File: config.mk
export PLATFORM = sky130hd
export DESIGN_NAME = stopwatch_bcd
export DESIGN_NICKNAME = d
export VERILOG_FILES = /design/src/rtl/stopwatch_bcd.sv
export SDC_FILE = /design/constraint.sdc
export NUM_CORES = 1
export LEC_CHECK = 0
export CAP_MARGIN = 25
export CELL_PAD_IN_SITES_DETAIL_PLACEMENT = 1
export CELL_PAD_IN_SITES_GLOBAL_PLACEMENT = 2
export CORE_MARGIN = 10
export CORE_UTILIZATION = 30
export DETAILED_ROUTE_END_ITERATION = 12
export PLACE_DENSITY = 0.84
export SLEW_MARGIN = 5
export SYNTH_ARGS = -nofsm -noshare
export SYNTH_HDL_FRONTEND = slang
export SYNTH_SLANG_ARGS = --single-unit
File: constraint.sdc
create_clock -name clk_in -period 2.75 [get_ports clk_in]
set_input_delay 0.825 -clock clk_in [delete_from_list [all_inputs] [get_ports clk_in]]
set_output_delay 0.825 -clock clk_in [all_outputs]
set_load 0.02 [all_outputs]
File: src/rtl/stopwatch_bcd.sv
`default_nettype none
// ============================================================================
//  Module      : stopwatch_bcd
//  Description : BCD stopwatch (MM:SS.CC, max 59:59.99). The 1 kHz divider
//                output is sampled as data. Each rising edge is one tick.
//                Start/stop, clear and saturating FULL state.
//                Optional display-hold (lap) feature: STOPWATCH_LAP_HOLD_EN.
//  Revision    : 1.0 - initial release
// ============================================================================
module stopwatch_bcd #(
  parameter int TICKS_PER_CS = 10
) (
  input  logic       clk_in,
  input  logic       rst,
  input  logic       tick_1k,
  input  logic       start_stop,
  input  logic       clear,
  input  logic       lap,
  output logic       running,
  output logic       full,
  output logic       hold_active,
  output logic [3:0] min_tens,
  output logic [3:0] min_ones,
  output logic [3:0] sec_tens,
  output logic [3:0] sec_ones,
  output logic [3:0] cs_tens,
  output logic [3:0] cs_ones
);

  localparam logic [3:0] c_PS_LAST = 4'(TICKS_PER_CS - 1);

  typedef enum logic [1:0] {
    S_IDLE  = 2'd0,
    S_RUN   = 2'd1,
    S_PAUSE = 2'd2,
    S_FULL  = 2'd3
  } state_t;

  state_t     r_state;
  logic       r_tick_q;
  logic [3:0] r_ps;
  logic       r_running;
  logic       r_full;
  logic [3:0] r_min_tens, r_min_ones, r_sec_tens, r_sec_ones, r_cs_tens, r_cs_ones;

  logic w_tick_rise;
  logic w_at_max;

  assign w_tick_rise = tick_1k & ~r_tick_q;
  assign w_at_max    = (r_min_tens == 4'd5) && (r_min_ones == 4'd9) &&
                       (r_sec_tens == 4'd5) && (r_sec_ones == 4'd9) &&
                       (r_cs_tens  == 4'd9) && (r_cs_ones  == 4'd9);

`ifdef STOPWATCH_LAP_HOLD_EN
  logic       r_hold;
  logic [3:0] r_snap_min_tens, r_snap_min_ones, r_snap_sec_tens;
  logic [3:0] r_snap_sec_ones, r_snap_cs_tens, r_snap_cs_ones;
`endif

  // Control FSM, prescaler, BCD ripple counter and (optionally) lap snapshot.
  always_ff @(posedge clk_in) begin
    if (rst) begin
      r_state    <= S_IDLE;
      r_tick_q   <= 1'b0;
      r_ps       <= 4'd0;
      r_running  <= 1'b0;
      r_full     <= 1'b0;
      r_min_tens <= 4'd0;
      r_min_ones <= 4'd0;
      r_sec_tens <= 4'd0;
      r_sec_ones <= 4'd0;
      r_cs_tens  <= 4'd0;
      r_cs_ones  <= 4'd0;
`ifdef STOPWATCH_LAP_HOLD_EN
      r_hold          <= 1'b0;
      r_snap_min_tens <= 4'd0;
      r_snap_min_ones <= 4'd0;
      r_snap_sec_tens <= 4'd0;
      r_snap_sec_ones <= 4'd0;
      r_snap_cs_tens  <= 4'd0;
      r_snap_cs_ones  <= 4'd0;
`endif
    end else begin
      r_tick_q <= tick_1k;
      if (clear) begin
        r_state    <= S_IDLE;
        r_ps       <= 4'd0;
        r_running  <= 1'b0;
        r_full     <= 1'b0;
        r_min_tens <= 4'd0;
        r_min_ones <= 4'd0;
        r_sec_tens <= 4'd0;
        r_sec_ones <= 4'd0;
        r_cs_tens  <= 4'd0;
        r_cs_ones  <= 4'd0;
`ifdef STOPWATCH_LAP_HOLD_EN
        r_hold     <= 1'b0;
`endif
      end else begin
`ifdef STOPWATCH_LAP_HOLD_EN
        // Lap toggles the hold; FULL entry below overrides it back to 0.
        if (lap && (r_state == S_RUN || r_state == S_PAUSE)) begin
          if (!r_hold) begin
            r_hold          <= 1'b1;
            r_snap_min_tens <= r_min_tens;
            r_snap_min_ones <= r_min_ones;
            r_snap_sec_tens <= r_sec_tens;
            r_snap_sec_ones <= r_sec_ones;
            r_snap_cs_tens  <= r_cs_tens;
            r_snap_cs_ones  <= r_cs_ones;
          end else begin
            r_hold <= 1'b0;
          end
        end
`endif
        case (r_state)
          S_IDLE, S_PAUSE: begin
            // A tick coinciding with the start pulse is not counted.
            if (start_stop) begin
              r_state   <= S_RUN;
              r_running <= 1'b1;
            end
          end
          S_RUN: begin
            if (start_stop) begin
              r_state   <= S_PAUSE;
              r_running <= 1'b0;
            end
            // The tick in the stop cycle still counts: state is RUN now.
            if (w_tick_rise) begin
              if (r_ps == c_PS_LAST) begin
                r_ps <= 4'd0;
                if (w_at_max) begin
                  r_state   <= S_FULL;
                  r_running <= 1'b0;
                  r_full    <= 1'b1;
`ifdef STOPWATCH_LAP_HOLD_EN
                  r_hold    <= 1'b0;
`endif
                end else if (r_cs_ones != 4'd9) begin
                  r_cs_ones <= r_cs_ones + 4'd1;
                end else begin
                  r_cs_ones <= 4'd0;
                  if (r_cs_tens != 4'd9) begin
                    r_cs_tens <= r_cs_tens + 4'd1;
                  end else begin
                    r_cs_tens <= 4'd0;
                    if (r_sec_ones != 4'd9) begin
                      r_sec_ones <= r_sec_ones + 4'd1;
                    end else begin
                      r_sec_ones <= 4'd0;
                      if (r_sec_tens != 4'd5) begin
                        r_sec_tens <= r_sec_tens + 4'd1;
                      end else begin
                        r_sec_tens <= 4'd0;
                        if (r_min_ones != 4'd9) begin
                          r_min_ones <= r_min_ones + 4'd1;
                        end else begin
                          // min_tens never passes 5: 59:59.99 saturates.
                          r_min_ones <= 4'd0;
                          r_min_tens <= r_min_tens + 4'd1;
                        end
                      end
                    end
                  end
                end
              end else begin
                r_ps <= r_ps + 4'd1;
              end
            end
          end
          default: begin
            // FULL: only clear or rst leave this state.
          end
        endcase
      end
    end
  end

  assign running = r_running;
  assign full    = r_full;

`ifdef STOPWATCH_LAP_HOLD_EN
  // Display mux: frozen snapshot while hold is active, live digits otherwise.
  assign hold_active = r_hold;
  assign min_tens    = r_hold ? r_snap_min_tens : r_min_tens;
  assign min_ones    = r_hold ? r_snap_min_ones : r_min_ones;
  assign sec_tens    = r_hold ? r_snap_sec_tens : r_sec_tens;
  assign sec_ones    = r_hold ? r_snap_sec_ones : r_sec_ones;
  assign cs_tens     = r_hold ? r_snap_cs_tens  : r_cs_tens;
  assign cs_ones     = r_hold ? r_snap_cs_ones  : r_cs_ones;
`else
  // Lap is ignored in this build; digits are always live.
  logic w_unused_lap;
  assign w_unused_lap = lap;
  assign hold_active  = 1'b0;
  assign min_tens     = r_min_tens;
  assign min_ones     = r_min_ones;
  assign sec_tens     = r_sec_tens;
  assign sec_ones     = r_sec_ones;
  assign cs_tens      = r_cs_tens;
  assign cs_ones      = r_cs_ones;
`endif

endmodule
`default_nettype wire
==> flow_metrics.py <==
metrics = {
    "run_status": {
        "outcome": "completed",
    },
    "cts": {
        "cts_buffer_depth": 2,
        "cts.clk_slew.worst_paths_ns": 0.07,
        "clock_latency_ns": 0.29,
        "cts_tree": "yes",
        "cts_setup_buffers": 0,
        "cts_root_buf": "clkbuf_8",
        "cts_hold_buf": 0,
        "cts_sinks": 33,
        "ctsResizeCount": 0,
        "numCtsBuffers": 5,
        "cts_max_level": 2,
    },
    "worst_setup_path": {
        "crit_start": "tick_1k",
        "critPathKind": "in2reg",
        "rr_endpoint": "running",
        "rrSetupSlack_ns": 0.45,
        "required_ns": 2.95,
        "crit_chain": "clkdlybuf4s50_1 > nor4bb_1 > buf_4 > buf_4 > nand3_2 > nor3_1 > buf_4 > nor2_1 > a211oi_1",
        "reg2reg_depth": 5,
        "crit_path_start_kind": "input port",
        "cpMaxStageDelayCell": "clkdlybuf4s50_1",
        "path_delay_family": "buffers and inverters",
        "r2r-start": "min_ones[2]",
        "critPathMaxFanout": 10,
        "cp_common_cell": "buf_4",
        "critPathMaxStageDelay_ns": 0.49,
        "path_buf_inv": 4,
        "cp.arrival_ns": 2.76,
        "cp_num_cells": 9,
        "endpoint_kind": "flop",
    },
    "floorplanning": {
        "core_sq_um": 5470,
        "die_area_sq_um": 9030,
        "pin_count": 33,
        "std_cell_rows": 27,
        "die_h_um": 95.0,
        "initial_utilization_pct": 30.9,
        "die_w_um": 95.0,
    },
    "drt": {
        "drc": 0,
        "wl_per_cell_um": 14.1,
        "drt_pass1_iterations": 4,
        "totalWireLength_mm": 4.37,
        "ant_nets": 0,
        "drt_iter0_drc": 38,
        "vias": 1545,
        "routed_via_density": 5.00,
    },
    "sta": {
        "worst_slew_pin_slew_ns": 0.596,
        "hold_violations": 0,
        "slew_headroom_pct": 59.7,
        "min_period_ns": 2.56,
        "setup_ws_ns": 0.188,
        "skew_ns": 0.00832,
        "setup_violations": 0,
        "rsz0062_at_grt": "no",
        "fmax_mhz": 390,
        "min_period_over_period_pct": 93.2,
        "maxSlewViolCount": 0,
    },
    "logic_synthesis": {
        "yosys_warnings": 0,
        "seq_area_frac_synth_pct": 39.1,
        "synthCells": 200,
        "synth_ff_type": "dfxtp_1",
        "syn-mean-instance-area_sq_um": 8.45,
        "syn-num-nets": 208,
        "synth-edff-count": 0,
        "netlist_area_sq_um": 1690,
        "synth-seq-cells": 33,
        "postSynth.asyncResetShare_pct": 0,
        "synth_cell_types": 45,
    },
    "place": {
        "dp_hpwl_mm": 3.21,
        "pre_cts_ws_ns": -0.129,
        "placed_area_sq_um": 2070,
        "portBuffers": 30,
        "place.gp.congestion": 0.752,
    },
    "grt": {
        "grt_pass1_vias": 1536,
        "grt_overflow": 0,
        "grt_usage_pct": 10.2,
        "grt_max_degree": 20,
        "grt_first_pass_wirelength_mm": 7.33,
        "antenna_found_initial": 0,
    },
    "finish": {
        "antenna_cells": 0,
        "areaGrowthSynthToFinish_pct": 28.4,
        "drive_above_1_share_pct": 9.70,
        "layout.nets": 244,
        "design_area_sq_um": 2170,
    },
    "hold_path": {
        "hold_end": "full",
        "min_path_cells": 2,
        "hp-start": "full",
        "hp-class": "reg2reg",
    },
    "power_and_ir_drop": {
        "p_per_area_nw_per_um2": 427,
        "leakagePower_uw": 0.000710,
        "peakVddDrop_mv": 0.172,
    },
    "job": {
        "cap_violations": 0,
    },
}
[worst max path at each step]
| stage | endpoint | slack (ns) |
|---|---|---|
| finish | min_tens[1] | 0.19 |
| global route | sec_ones[1] | 0.02 |
| CTS | min_tens[1] | 0.18 |
| detailed placement | sec_ones[1] | -0.13 |
| global placement | min_tens[1] | -0.03 |
| floorplan | sec_tens[2] | 0.55 |
[kinds of logic (layout without fill, tap and decap cells)]
| kind of cell | Yosys count | after routing | share of synthesized area (%) |
|---|---|---|---|
| adders and majority gates | 2 | 2 | 1.48 |
| DFF | 33 | 33 | 39.1 |
| and+or+nand+nor | 85 | 85 | 29.2 |
| AOI/OAI and AO/OA | 47 | 47 | 16.7 |
| muxes | 3 | 3 | 1.78 |
| other | 1 | 1 | 0.222 |
| xor gates and xnor gates | 10 | 10 | 5.19 |
| buffers and inverters | 19 | 56 | 6.30 |
[state kept, by name, indices dropped and copies added, names as in the netlist]
name,cells
cs_tens,4
sec_tens,4
running,1
cs_ones,4
min_ones,4
full,1
sec_ones,4
r_state,2
r_tick_q,1
r_ps,4
min_tens,4
[placed cells by master (no fill, tap or decap), drive strengths merged, types with 6 or more instances in the layout]
cell type / instances
nand2: 11
nand3: 8
xnor2: 7
buf: 7
o21ai: 14
dfxtp: 33
nor3: 6
a21oi: 17
inv: 11
nor2: 20
clkdlybuf4s50: 30
clkbuf: 7
nor4: 6
nor2b: 8
[worst min-delay path, cell delays in order (launching register included)]
cell     delay (ns)
dfxtp_1        0.33
nand2_1        0.05
o21ai_0        0.07
[report_power, final]
group	internal, uW	switching [uW]	total (uW)
clock	226	185	411
combinational	14.4	18.0	32.4
sequential	480	2.52	483
total	721	205	926
[through the flow]
| stage | power, uW | hold slack, ns | std cells | TNS, ns | utilization, % |
|---|---|---|---|---|---|
| 4_1_cts | 942 | 0.514 | 309 | 0 | 39.6 |
| 2_1_floorplan | 514 | 0.467 | 200 | 0 | - |
| 6_report | 926 | 0.498 | 309 | 0 | 39.6 |
| 3_5_place_dp | 527 | 0.458 | 301 | -0.862 | 37.8 |
| 3_3_place_gp | 526 | 0.463 | 301 | -0.0589 | 37.8 |
| 5_1_grt | 964 | 0.526 | 309 | 0 | 39.6 |
[area by class of cell]
class                   count  area (sq um)
inverters                  11          41.3
fillers                   680          3300
clock inverters             1          5.00
repair buffers             37           353
well taps                  72          90.1
clock buffers               7          96.3
flip-flops and latches     33           661
multi-input cells         148           922
[routing by layer]
metal	GRT usage (%)	wire length, um	vias up	part of all wire (%)
met5	0	0	-	0
met4	5.61	100	0	2.3
met3	2.75	138	6	3.2
met2	16.8	2090	17	48
met1	11.8	2040	737	47
li1	-	-	785	-
[Yosys cell counts (4+ instances only)]
| master | n | share of area, % |
|---|---|---|
| or3_1 | 5 | 1.9 |
| o21ai_0 | 14 | 4.1 |
| nor3_1 | 6 | 1.8 |
| nand3_1 | 7 | 2.1 |
| buf_6 | 4 | 2.7 |
| nor2_1 | 20 | 4.4 |
| nor2b_1 | 8 | 3.0 |
| nand2_1 | 11 | 2.4 |
| inv_1 | 11 | 2.4 |
| a21oi_1 | 17 | 5.0 |
| dfxtp_1 | 33 | 39 |
| nor4_1 | 6 | 2.2 |
| xnor2_1 | 7 | 3.6 |
(Power assumes the default switching activity.)
==> RTL change (config.mk and constraints unchanged) <==
Encoding of `state_t`: now one-hot (4 bits for 4 states).
--- a/src/rtl/stopwatch_bcd.sv
+++ b/src/rtl/stopwatch_bcd.sv
@@ -30,9 +30,9 @@
   localparam logic [3:0] c_PS_LAST = 4'(TICKS_PER_CS - 1);
 
-  typedef enum logic [1:0] {
-    S_IDLE  = 2'd0,
-    S_RUN   = 2'd1,
-    S_PAUSE = 2'd2,
-    S_FULL  = 2'd3
+  typedef enum logic [3:0] {
+    S_IDLE  = 4'b0001,
+    S_RUN   = 4'b0010,
+    S_PAUSE = 4'b0100,
+    S_FULL  = 4'b1000
   } state_t;
 
Check against the original RTL: same outputs for any inputs over 10 cycles, from zero or initial values and one cycle with rst high; not proved beyond that.
==> RTL change against the unedited design <==
Synthesized area is 9.0% higher; combinational power down 5%; setup slack improved by 0.17 ns; routed wire length is 1.7% higher; global-route usage down 0.81 points; non-clock buffer count decreased by 2; synthesized cell count is 2.0% higher; total power increased by 3.5%; sequential share of layout area down 0.15 points; worst hold slack worse by 0.023 ns; sequential cell count is 2 higher; core utilization decreased by 0.82 points; cell area rose by 6.6%; first-iteration DRC count is 110% higher; critical path type unchanged; largest cell class unchanged; highest routed layer unchanged.
==> RTL change: results (changes against the unedited design) <==
first_iter_violations: 79  # +110%
antenna_found_initial: 0  # unchanged
fin_nets: 246  # +0.82%
cp_max_fo: 6  # -4
htreeDepth: 2  # unchanged
p_switching_uw: 206  # +0.41%
p_leak_nw: 0.747  # +5.2%
ir_worst_vdd_v: 0.000218  # +27%
synth_fp_nets: 212  # +1.9%
worstRegToRegCells: 7  # +2
routed_wl_um: 4440  # +1.7%
r2r-start: "min_tens[1]$_SDFFE_PP0P_"
cts_setup_buffers: 0  # unchanged
holdWs_ns: 0.475  # -0.0229 ns
seq_area_frac_synth_pct: 38.1  # -1.0 points
synth.area.top_cells: "dfxtp_1 38%, nor2_1 5.9%, xnor2_1 4.8%"
place_ws_ns: 0.0328  # +0.162 ns
layout-drive-gt1-share_pct: 11.7  # +2.0 points
r2r_end: "sec_ones[0]$_SDFFE_PP0P_"
netlist_top_cells_count: "35 x dfxtp_1, 29 x nor2_1, 12 x nand3_1"
grt_pass1_vias: 1573  # +2.4%
grt_pass1_wl_um: 7710  # +5.3%
critical-path-top-delay-family: "simple AND/OR/NAND/NOR gates"
globalRouteTotalUtil_pct: 9.41  # -0.81 points
dpl.hpwl_um: 3280  # +2.4%
worst_pin_slew_ns: 0.563  # -0.0325 ns
grt_max_degree: 18  # -10%
status: "finished, final reports clean"
yosysUniqueCellTypes: 58  # +29%
cp.arrival_ns: 2.61  # -0.15 ns
skew_ns: 0.00583  # -0.00249 ns
gp_congestion: 0.703  # -6.6%
r2r_slack_ns: 0.69  # +0.24 ns
placed_area_mm2: 0.00221  # +7.0%
cp-startpoint: "tick_1k"
num_vias: 1568  # +1.5%
[RTL change: changes by cell type in the layout (fill, tap and decap cells not counted), sizes merged, moves of 4 or more]
cell and delta:
o21ai -10, a21oi -6, nand3 +4, inv -4, nand4 +4, nor2 +9, nand2 -6
[RTL change: metrics by stage]
stage / utilization [%] / cells
after floorplan: - / 204
after global placement: 37.1 / 306
after detailed placement: 37.1 / 306
after CTS: 38.8 / 314
after global routing: 38.8 / 314
final: 38.8 / 314
[RTL change: worst min-delay path, stage by stage (launching register included)]
cell and delay [ns]:
dfxtp_1 0.33, nor2_1 0.05, nor2_1 0.07
[RTL change: per-layer routing]
| metal | up-vias | GRT usage [%] | share of wire (%) |
|---|---|---|---|
| li1 | 803 | - | - |
| met1 | 738 | 10.8 | 47 |
| met2 | 22 | 15.4 | 46 |
| met3 | 5 | 3.38 | 5.3 |
| met4 | 0 | 3.97 | 1.6 |
| met5 | - | 0 | 0 |
[RTL change: cells by family after synthesis]
| family | share of synthesized area [%] |
|---|---|
| AO/OA/AOI/OAI | 13.8 |
| other | 0.204 |
| XOR/XNOR | 6.66 |
| multiplexers | 1.63 |
| AND/OR/NAND/NOR | 33.5 |
| flip-flops | 38.1 |
| adder cells (fa/ha/maj) | 1.36 |
| buffers and inverters | 4.76 |
[RTL change: power by group through the flow]
stage / logic, mW / clock network, mW / registers [mW]
after CTS: 0.0316 / 0.431 / 0.513
after detailed placement: 0.0317 / 0 / 0.524
final: 0.0307 / 0.415 / 0.513
after global routing: 0.0344 / 0.453 / 0.513
after global placement: 0.0315 / 0 / 0.524
after floorplan: 0.0221 / 0 / 0.525
[RTL change: final cells by class]
class	instances	area, um^2
inverter	7	26.3
tap	75	93.8
sequential	35	701
fill	710	3640
timing repair buffer	35	338
multi-input combinational	154	1050
clock buffer	8	100
[RTL change: worst max-delay path by stage]
stage | depth (start not counted) | endpoint
6_report | 6 | sec_ones[0]$_SDFFE_PP0P_
5_1_grt | 6 | min_tens[1]$_SDFFE_PP0P_
4_1_cts | 6 | sec_ones[0]$_SDFFE_PP0P_
3_5_place_dp | 6 | sec_ones[0]$_SDFFE_PP0P_
3_3_place_gp | 6 | sec_ones[0]$_SDFFE_PP0P_
2_1_floorplan | 6 | sec_ones[0]$_SDFFE_PP0P_
